===== src/rtl/note_output_arbiter.sv =====
//============================================================================
// Module      : note_output_arbiter
// Description : Shares the piano note/octave/LED output path between the
//               free, auto and learn sources. It selects a source from the
//               one-hot mode switches, inserts a muted gap of GAP_CYCLES
//               after every mode change, and owns the auto-playback
//               run/pause state, which rising start edges toggle.
//               Optional feature macro: KEY_OVERRIDE_EN. When it is
//               defined, a nonzero free key preempts auto playback.
// Revision    : 1.0 - initial release
//============================================================================
`default_nettype none

module note_output_arbiter #(
    parameter int GAP_CYCLES = 100000,
    parameter int CNT_W      = 17
) (
    input  logic       clk,
    input  logic       reset,
    input  logic [2:0] mode,
    input  logic       start,
    input  logic [3:0] note_free,
    input  logic [3:0] note_auto,
    input  logic [3:0] note_learn,
    input  logic [1:0] octave_free,
    input  logic [1:0] octave_auto,
    input  logic [1:0] octave_learn,
    input  logic [6:0] led_free,
    input  logic [6:0] led_auto,
    input  logic [6:0] led_learn,
    output logic [3:0] note_out,
    output logic [1:0] octave_out,
    output logic [6:0] led_out,
    output logic       play_state,
    output logic       muting,
    output logic [1:0] grant
);

    localparam logic [1:0] c_ST_IDLE   = 2'd0;
    localparam logic [1:0] c_ST_SWITCH = 2'd1;
    localparam logic [1:0] c_ST_ACTIVE = 2'd2;

    localparam logic [2:0] c_MODE_FREE  = 3'b100;
    localparam logic [2:0] c_MODE_AUTO  = 3'b010;
    localparam logic [2:0] c_MODE_LEARN = 3'b001;

    localparam logic [CNT_W-1:0] c_GAP_LOAD = CNT_W'(GAP_CYCLES - 1);

    logic [1:0]       r_state;
    logic [CNT_W-1:0] r_cnt;
    logic [2:0]       r_mode_q;
    logic             r_start_d;
    logic             r_play_state;
    logic [3:0]       r_note;
    logic [1:0]       r_octave;
    logic [6:0]       r_led;
    logic             r_muting;
    logic [1:0]       r_grant;

    logic             w_mode_valid;
    logic             w_mode_chg;
    logic             w_start_rise;
    logic             w_pass;
    logic [1:0]       w_state_nxt;
    logic [CNT_W-1:0] w_cnt_nxt;
    logic             w_play_nxt;
    logic [3:0]       w_note_sel;
    logic [1:0]       w_octave_sel;
    logic [6:0]       w_led_sel;
    logic [1:0]       w_grant_sel;

    assign w_mode_valid = (mode == c_MODE_FREE) || (mode == c_MODE_AUTO) ||
                          (mode == c_MODE_LEARN);
    assign w_mode_chg   = (mode != r_mode_q);
    assign w_start_rise = start & ~r_start_d;
    // A pending mode change mutes from the very edge that samples it.
    assign w_pass       = (r_state == c_ST_ACTIVE) && !w_mode_chg;

    // Next-state and gap counter: invalid mode wins, then mode change, then the per-state flow.
    always_comb begin
        w_state_nxt = r_state;
        w_cnt_nxt   = r_cnt;
        if (!w_mode_valid) begin
            w_state_nxt = c_ST_IDLE;
        end else if (w_mode_chg) begin
            w_state_nxt = c_ST_SWITCH;
            w_cnt_nxt   = c_GAP_LOAD;
        end else begin
            case (r_state)
                c_ST_IDLE: begin
                    w_state_nxt = c_ST_SWITCH;
                    w_cnt_nxt   = c_GAP_LOAD;
                end
                c_ST_SWITCH: begin
                    if (r_cnt == '0) begin
                        w_state_nxt = c_ST_ACTIVE;
                    end else begin
                        w_cnt_nxt = r_cnt - 1'b1;
                    end
                end
                c_ST_ACTIVE: w_state_nxt = c_ST_ACTIVE;
                default:     w_state_nxt = c_ST_IDLE;
            endcase
        end
    end

    // Playback run/pause: a mode change always pauses and beats a simultaneous start edge.
    always_comb begin
        w_play_nxt = r_play_state;
        if (w_mode_chg) begin
            w_play_nxt = 1'b0;
        end else if (w_start_rise && (r_state == c_ST_ACTIVE) && (r_mode_q == c_MODE_AUTO)) begin
            w_play_nxt = ~r_play_state;
        end
    end

    // Source mux; a paused auto source stays granted but silent.
    always_comb begin
        w_note_sel   = '0;
        w_octave_sel = '0;
        w_led_sel    = '0;
        w_grant_sel  = 2'b00;
        if (w_pass) begin
            case (r_mode_q)
                c_MODE_FREE: begin
                    w_note_sel   = note_free;
                    w_octave_sel = octave_free;
                    w_led_sel    = led_free;
                    w_grant_sel  = 2'b01;
                end
                c_MODE_AUTO: begin
                    w_grant_sel = 2'b10;
`ifdef KEY_OVERRIDE_EN
                    if (note_free != 4'd0) begin
                        w_note_sel   = note_free;
                        w_octave_sel = octave_free;
                        w_led_sel    = led_free;
                        w_grant_sel  = 2'b01;
                    end else if (r_play_state) begin
                        w_note_sel   = note_auto;
                        w_octave_sel = octave_auto;
                        w_led_sel    = led_auto;
                    end
`else
                    if (r_play_state) begin
                        w_note_sel   = note_auto;
                        w_octave_sel = octave_auto;
                        w_led_sel    = led_auto;
                    end
`endif
                end
                c_MODE_LEARN: begin
                    w_note_sel   = note_learn;
                    w_octave_sel = octave_learn;
                    w_led_sel    = led_learn;
                    w_grant_sel  = 2'b11;
                end
                default: w_grant_sel = 2'b00;
            endcase
        end
    end

    // State, counters and registered outputs.
    always_ff @(posedge clk or negedge reset) begin
        if (!reset) begin
            r_state      <= c_ST_IDLE;
            r_cnt        <= '0;
            r_mode_q     <= 3'b000;
            r_start_d    <= 1'b0;
            r_play_state <= 1'b0;
            r_note       <= '0;
            r_octave     <= '0;
            r_led        <= '0;
            r_muting     <= 1'b0;
            r_grant      <= 2'b00;
        end else begin
            r_state      <= w_state_nxt;
            r_cnt        <= w_cnt_nxt;
            r_mode_q     <= mode;
            r_start_d    <= start;
            r_play_state <= w_play_nxt;
            r_note       <= w_note_sel;
            r_octave     <= w_octave_sel;
            r_led        <= w_led_sel;
            r_muting     <= (w_state_nxt == c_ST_SWITCH);
            r_grant      <= w_grant_sel;
        end
    end

    assign note_out   = r_note;
    assign octave_out = r_octave;
    assign led_out    = r_led;
    assign play_state = r_play_state;
    assign muting     = r_muting;
    assign grant      = r_grant;

endmodule

`default_nettype wire


===== config.mk =====
export PLATFORM = sky130hd
export DESIGN_NAME = note_output_arbiter
export DESIGN_NICKNAME = d
export VERILOG_FILES = /design/src/rtl/note_output_arbiter.sv
export SDC_FILE = /design/constraint.sdc
export NUM_CORES = 1
export LEC_CHECK = 0
export CAP_MARGIN = 20
export CORE_MARGIN = 2
export CORE_UTILIZATION = 29
export DETAILED_ROUTE_END_ITERATION = 10
export HOLD_SLACK_MARGIN = 0.05
export SLEW_MARGIN = 15
export SYNTH_ARGS = -nofsm -noshare
export SYNTH_HDL_FRONTEND = slang
export SYNTH_SLANG_ARGS = --single-unit

===== constraint.sdc =====
create_clock -name clk -period 2.93 [get_ports clk]
set_input_delay 0.879 -clock clk [delete_from_list [all_inputs] [get_ports clk]]
set_output_delay 0.879 -clock clk [all_outputs]
set_load 0.01 [all_outputs]

==> metrics.md, run 1 <==
| Metric | Value |
|---|---|
| Die outline area | 8189 sq um |
| Fin Hold WS | 0.5004 ns |
| Xor/xnor share of the synthesized area | 0.02826 |
| Most common cell after layout, fill and taps aside | clkdlybuf4s50_1 |
| Syn Inst Count | 228 |
| Slew headroom | 0.4109 |
| WL per Instance | 13.68 microns |
| Power Density | 391.2 nW/um^2 |
| Drt first pass iters | 4 |
| Simple-gate portion of the synthesized area | 0.2295 |
| Synth warnings | 0 |
| Num Clock Sinks | 40 |
| Placed instance area | 2893 sq um |
| Initial DRC Count | 109 |
| Final-layout fill cell count | 720 |
| Maximum level of the CTS H-tree | 2 |
| Final Util | 0.4095 |
| Compound-gate portion of the synthesized area | 0.2001 |
| Adder-cell share of the synthesized area | 0.01153 |
| Cell Rows | 31 |
| Number of global-route vias before repair | 1,964 |
| First-pass GRT wire length | 9052 microns |
| CTS Buffer Depth | 2 |
| HP Class | flop to flop |
| Register bit total from synthesis | 40 |
| Hold_buf cts | 0 |
| Post-route DRC | 0 |
| Syn Nets | 275 |
| Core area | 7253 sq um |
| Later-pin clock latency in the skew report | 0.29 ns |
| Avg Inst Size Synth | 9.516 sq um |
| Design area | 2970 sq um |
| Post-CTS setup buffer count | 0 |
| Max Slew Vio Count | 0 |
| Largest net degree at the start of global routing | 41 |
| Final nets | 336 |
| Critical path class | input port to flop |
| Critical path required time | 3.09 ns |
| Vias per std cell | 5.000 |
| Fraction of layout cells with a size suffix above 1 | 0.1003 |
| Worst-Margin Slew | 0.8818 ns |
| Via count | 1,940 |
| Boundary Pins | 62 |
| GRT Util Overall | 0.1360 |
| Final Skew | 0.007401 ns |
| RePlAce Congestion | 0.8062 |
| Setup crit start kind | input port |
| Synth Flop Type | dfrtp_1 |
| Worst vdd ir | 0.0001409 V |
| Synth Cell Area | 2170 sq um |
| Die height | 90.50 microns |
| Max-Cap Viols | 0 |
| Endpoint class of the critical path | flop |
| Status | completed |
| WL final | 5309 microns |
| CTS resizes | 0 |
| Arr. time, crit path | 2.70 ns |
| Fmax achieved | 0.3947 GHz |
| RSZ-0062 raised after global routing | no |
| Tmin final | 2.534 ns |
| TritonCTS clock tree | built |
| Clock slew at reported path FFs | 0.07 ns |
| Starting Density | 0.2991 |
| Chip width | 90.50 microns |
| Leakage | 1.162 nW |
| Post-synth cell types | 52 |
| Sequential area share after synthesis | 0.4614 |
| Area Growth Syn to Fin | 36.91% |
| Global route overflow | 0 |
| Tcrit/Tclk final | 0.8647 |
| Final HPWL DP | 3972 microns |
| EDFF count, synth | 0 |
| Main combinational cell family by area after synthesis | simple AND/OR/NAND/NOR gates |
| Clock Root Buffer | clkbuf_8 |
| Worst-path fanout max | 7 |
| Total power | 1.162 mW |
| Mux cell area share after synthesis | 0.02537 |
| Initial antenna violation count | 0 |
| Final Setup Violations | 0 |
| Post-route ant nets | 0 |
| Fin. Hold Viols | 0 |
| Fin Setup TNS | 0 ns |
| Diode count | 0 |
| Ys async rst share | 1.000 |
| Most frequent cells in the layout | clkdlybuf4s50_1, dfrtp_1, nor2_1 |
| Num CTS Buffers | 5 |
| PortBufs | 61 |
-- worst max-delay path, cell delays in order --
cell and delay, ns:
clkdlybuf4s50_1 0.55, xor2_1 0.15, o21ai_0 0.08, buf_4 0.16, or3_1 0.47, o41ai_2 0.29
o31ai_1 0.11
-- where the power goes --
group | switching [mW] | internal, mW
registers | 0.0372 | 0.579
logic | 0.0960 | 0.107
clock network | 0.181 | 0.162
-- cell usage after synthesis (4+ instances only) --
| master | number | share of area |
|---|---|---|
| dfrtp_1 | 40 | 0.46 |
| o31ai_1 | 4 | 0.014 |
| mux2i_1 | 4 | 0.018 |
| clkbuf_1 | 12 | 0.021 |
| a22oi_1 | 13 | 0.045 |
| nor3_1 | 9 | 0.021 |
| nand2_1 | 10 | 0.017 |
| xnor2_1 | 5 | 0.020 |
| nor2_1 | 34 | 0.059 |
| nand3_1 | 4 | 0.0092 |
| a21oi_1 | 18 | 0.042 |
| inv_1 | 4 | 0.0069 |
| nor2b_1 | 5 | 0.014 |
| a211oi_1 | 5 | 0.017 |
| or3_1 | 5 | 0.014 |
| o21ai_0 | 5 | 0.012 |
-- stage by stage --
| stage | worst slack, ns | cells |
|---|---|---|
| finish | 0.3963 | 388 |
| detailed placement | 0.09349 | 381 |
| floorplan | 0.7609 | 228 |
| CTS | 0.3995 | 388 |
| global placement | 0.1257 | 381 |
| global route | 0.2789 | 388 |
-- final cells by class --
cell class | instances | area [sq um] | area share
Clock buffer | 6 | 72.57 | 0.02443
Clock inverter | 1 | 5.005 | 0.001685
Inverter | 5 | 21.27 | 0.007161
Multi-Input combinational cell | 167 | 1074 | 0.3614
Sequential cell | 40 | 1001 | 0.3370
Tap cell | 99 | 123.9 | 0.04170
Timing Repair Buffer | 70 | 673.1 | 0.2266
-- state kept, by name, indices dropped and copies added, names as in the netlist --
signal      cells
grant           2
play_state      1
r_state         2
octave_out      2
r_mode_q        3
r_cnt          17
led_out         7
muting          1
r_start_d       1
note_out        4
-- cell families (layout without fill, tap and decap cells) --
family | Yosys count | count (layout)
AND/OR/NAND/NOR | 92 | 92
XOR/XNOR | 7 | 7
multiplexers | 5 | 5
adder cells (fa/ha/maj) | 2 | 2
AO/OA/AOI/OAI | 61 | 61
buffers and inverters | 21 | 82
flip-flops | 40 | 40
-- routing by layer --
metal  up-vias  GRT usage  share of wire
met1       888     0.1603           0.42
met4         0    0.06667          0.031
met3        16    0.05593           0.11
met2        87     0.2139           0.44
met5         -          0              0
li1        949          -              -
-- path summary, 6_finish.rpt --
path                       slack (ns)  cells after the start       from   endpoint
setup / recovery                 0.40                      7    mode[2]  r_cnt[15]
hold / removal                   0.50                      1  r_cnt[15]  r_cnt[15]
setup reg to reg                 0.45                      8   r_cnt[0]   r_cnt[1]
hold reg to reg                  0.50                      1  r_cnt[15]  r_cnt[15]
max in group asynchronous        1.69                      1      reset  r_cnt[16]
min in group asynchronous        0.70                      1      reset  r_cnt[11]
Note: power is estimated with default switching activity, not from simulation.
==> inputs of run 2 (changes only) <==
--- a/config.mk
+++ b/config.mk
@@ -5,12 +5,12 @@
 export SDC_FILE = /design/constraint.sdc
 export NUM_CORES = 1
 export LEC_CHECK = 0
+export ABC_CLOCK_PERIOD_IN_PS = 2930
 export CAP_MARGIN = 20
 export CORE_MARGIN = 2
 export CORE_UTILIZATION = 29
 export DETAILED_ROUTE_END_ITERATION = 10
 export HOLD_SLACK_MARGIN = 0.05
-export SLEW_MARGIN = 15
 export SYNTH_ARGS = -nofsm -noshare
 export SYNTH_HDL_FRONTEND = slang
 export SYNTH_SLANG_ARGS = --single-unit
==> results of run 2 <==
Final layout, timing and power as in run 1 (identical DEF).
==> inputs of run 3 (changes only) <==
--- a/config.mk
+++ b/config.mk
@@ -5,12 +5,14 @@
 export SDC_FILE = /design/constraint.sdc
 export NUM_CORES = 1
 export LEC_CHECK = 0
+export ABC_AREA = 1
 export ABC_CLOCK_PERIOD_IN_PS = 2930
 export CAP_MARGIN = 20
 export CORE_MARGIN = 2
 export CORE_UTILIZATION = 29
 export DETAILED_ROUTE_END_ITERATION = 10
 export HOLD_SLACK_MARGIN = 0.05
+export PLACE_DENSITY = 0.53
 export SYNTH_ARGS = -nofsm -noshare
 export SYNTH_HDL_FRONTEND = slang
 export SYNTH_SLANG_ARGS = --single-unit
==> run 3 against run 2 <==
  * Utilization is 2.5 points lower
  * Design area is 12% higher
  * Via count is 22% higher
  * Critical path type is now flop to primary output
  * Largest cell class unchanged
==> metrics.md, run 3 <==
| Metric | Value |
|---|---|
| Flip-flop count of the largest register after layout | 17 (unchanged) |
| Fmax achieved | 0.4411 GHz (was 0.3947 GHz) |
| Die outline area | 9604 sq um (was 8189 sq um) |
| Final Skew | 0.01615 ns (was 0.007401 ns) |
| Post-CTS setup buffer count | 0 (unchanged) |
| PortBufs | 61 (unchanged) |
| Buffer and inverter count on the worst path | 2 (unchanged) |
| CTS Buffer Depth | 2 (unchanged) |
| Post-route DRC | 0 (unchanged) |
| Fin. Hold Viols | 0 (unchanged) |
| Synth warnings | 0 (unchanged) |
| Fraction of layout cells with a size suffix above 1 | 0.1841 (was 0.1003) |
| RePlAce Congestion | 0.8531 (was 0.8062) |
| First-pass GRT wire length | 11,130 microns (was 9052 microns) |
| Tcrit/Tclk final | 0.7737 (was 0.8647) |
| Delay-heaviest family, CP | buffers and inverters (unchanged) |
| Register bit total from synthesis | 40 (unchanged) |
| CP max stage cell | clkdlybuf4s50_1 (unchanged) |
| GRT Util Overall | 0.1400 (was 0.1360) |
| Worst-path fanout max | 15 (was 7) |
| Later-pin clock latency in the skew report | 0.30 ns (was 0.29 ns) |
| Final nets | 438 (was 336) |
| EDFF count, synth | 0 (unchanged) |
| RSZ-0062 raised after global routing | no (unchanged) |
| Syn Nets | 378 (was 275) |
| Worst-Margin Slew | 0.9108 ns (was 0.8818 ns) |
| Critical Path, Cell by Cell | buf_4, clkdlybuf4s50_1 (was clkdlybuf4s50_1, xor2_1, o21ai_0, buf_4, or3_1, o41ai_2, o31ai_1) |
| Critical path class | flop to primary output (was input port to flop) |
| Final WS setup | 0.6631 ns (was 0.3963 ns) |
| Synth Flop Type | dfrtp_1 (unchanged) |
| Leakage | 1.413 nW (was 1.162 nW) |
| TritonCTS clock tree | built (unchanged) |
| Tmin final | 2.267 ns (was 2.534 ns) |
| Largest net degree at the start of global routing | 41 (unchanged) |
| Vias per std cell | 4.729 (was 5.000) |
| Power Density | 370.2 nW/um^2 (was 391.2 nW/um^2) |
| Register area | 1001 sq um (unchanged) |
| Top area cells in the synthesized netlist | dfrtp_1, nand2_1, nand2_2, nand4_1, nand3_1 (was dfrtp_1, nor2_1, a22oi_1, a21oi_1, nor3_1) |
| Final HPWL DP | 4804 microns (was 3972 microns) |
| Post-synth top cells | nand2_1, dfrtp_1, nand3_1 (was dfrtp_1, nor2_1, a21oi_1) |
| Final-layout fill cell count | 899 (was 720) |
| Setup crit start kind | flop (was input port) |
| Max Slew Vio Count | 0 (unchanged) |
| Biggest register | r_cnt (unchanged) |
| WL per Instance | 12.91 microns (was 13.68 microns) |
| Max incr delay on CP | 0.57 ns (was 0.55 ns) |
| Boundary Pins | 62 (unchanged) |
| Largest area contributor in the netlist | dfrtp_1 (unchanged) |
| Ys async rst share | 1.000 (unchanged) |
| Slew headroom | 0.3928 (was 0.4109) |
| Number of global-route vias before repair | 2,341 (was 1,964) |
| Initial DRC Count | 65 (was 109) |
| Most common cell in the netlist | nand2_1 (was dfrtp_1) |
| Cell Rows | 34 (was 31) |
| WL final | 6442 microns (was 5309 microns) |
| HP Class | flop to flop (unchanged) |
| Area Growth Syn to Fin | 29.69% (was 36.91%) |
| Maximum level of the CTS H-tree | 2 (unchanged) |
| Hold_buf cts | 0 (unchanged) |
| CTS resizes | 0 (unchanged) |
| Core area | 8636 sq um (was 7253 sq um) |
| Drt first pass iters | 4 (unchanged) |
| Synth top area share | 0.3906 (was 0.4614) |
| Syn Inst Count | 331 (was 228) |
| Global route overflow | 0 (unchanged) |
| Critical path required time | 2.05 ns (was 3.09 ns) |
| Num CTS Buffers | 5 (unchanged) |
| Via count | 2,360 (was 1,940) |
| Avg Inst Size Synth | 7.742 sq um (was 9.516 sq um) |
| Starting Density | 0.2967 (was 0.2991) |
| Worst vdd ir | 0.0001880 V (was 0.0001409 V) |
| Max-Cap Viols | 0 (unchanged) |
| Sequential area share after synthesis | 0.3906 (was 0.4614) |
| Post-synth cell types | 35 (was 52) |
| Pre-CTS setup slack | 0.4016 ns (was 0.09349 ns) |
| Die height | 98 microns (was 90.50 microns) |
| Most frequent cells in the layout | nand2_1, clkdlybuf4s50_1, dfrtp_1 (was clkdlybuf4s50_1, dfrtp_1, nor2_1) |
| Final Setup Violations | 0 (unchanged) |
| Post-route ant nets | 0 (unchanged) |
| Chip width | 98 microns (was 90.50 microns) |
| Endpoint class of the critical path | primary output (was flop) |
| Diode count | 0 (unchanged) |
| Clock Root Buffer | clkbuf_8 (unchanged) |
| Status | completed (unchanged) |
| Fin Setup TNS | 0 ns (unchanged) |
| Initial antenna violation count | 0 (unchanged) |
| Most common cell after layout, fill and taps aside | nand2_1 (was clkdlybuf4s50_1) |
| Multi-input gate area | 1325 sq um (was 1074 sq um) |
| Clock slew at reported path FFs | 0.09 ns (was 0.07 ns) |
| Arr. time, crit path | 1.39 ns (was 2.70 ns) |
| Num Clock Sinks | 40 (unchanged) |
| Synth Cell Area | 2562 sq um (was 2170 sq um) |
## run 3: changes by cell type after synthesis, moves of 12 or more
cell,previous run,this run
nand3_1,4,36
nand2_2,0,35
a22oi_1,13,0
a21oi_1,18,3
inv_1,4,27
nand2_1,10,70
a31oi_1,1,13
nand4_1,1,30
## run 3: layer usage
metal	vias up	track usage	wire length [microns]
met5	-	0	0
met4	0	0.03312	86
met3	8	0.05154	594
met2	82	0.2260	2834
met1	1059	0.1792	2927
li1	1211	-	-
## run 3: path summary, 6_finish.rpt
kind                              from    endpoint  cells past startpoint  slack (ns)
setup / recovery            play_state  play_state                      2        0.66
hold / removal                r_cnt[0]    r_cnt[0]                      2        0.52
setup reg to reg           r_mode_q[1]  led_out[2]                      6        1.36
hold reg to reg               r_cnt[0]    r_cnt[0]                      2        0.52
max in group asynchronous        reset  led_out[0]                      1        1.64
min in group asynchronous        reset    r_cnt[0]                      1        0.70
## run 3: kinds of logic after synthesis
kind of cell	count (synthesis)	share of synthesized area
compound gates	21	0.05371
xor+xnor	2	0.009768
fa+ha+maj	2	0.009764
buf+inv	46	0.09229
flops	40	0.3906
simple gates	220	0.4438
## run 3: power by group
group | internal, mW | switching, mW
Sequential | 0.577 | 0.0311
Combinational | 0.115 | 0.147
Clock | 0.161 | 0.198
## run 3: tightest hold or removal path, delay by kind of cell, from the launching register on
family           cells  cell delay (ns)
and+or+nand+nor      2             0.11
DFF                  1             0.39
## run 3: final cells by class
cell class / count / area share
Multi-Input combinational cell: 245 / 0.3987
Clock inverter: 2 / 0.003765
Sequential cell: 40 / 0.3012
Timing Repair Buffer: 67 / 0.1958
Clock buffer: 5 / 0.02071
Tap cell: 108 / 0.04066
Inverter: 32 / 0.03916
## run 3: stage by stage
stage	std cells	hold slack (ns)	util	instance area (sq um)	total power, mW
after floorplan	331	0.4750	-	2562	0.7845
after global placement	492	0.4971	0.3754	3242	0.8827
after detailed placement	492	0.5058	0.3754	3242	0.8850
after CTS	499	0.5271	0.3848	3323	1.254
after global routing	499	0.5741	0.3848	3323	1.308
final	499	0.5216	0.3848	3323	1.230
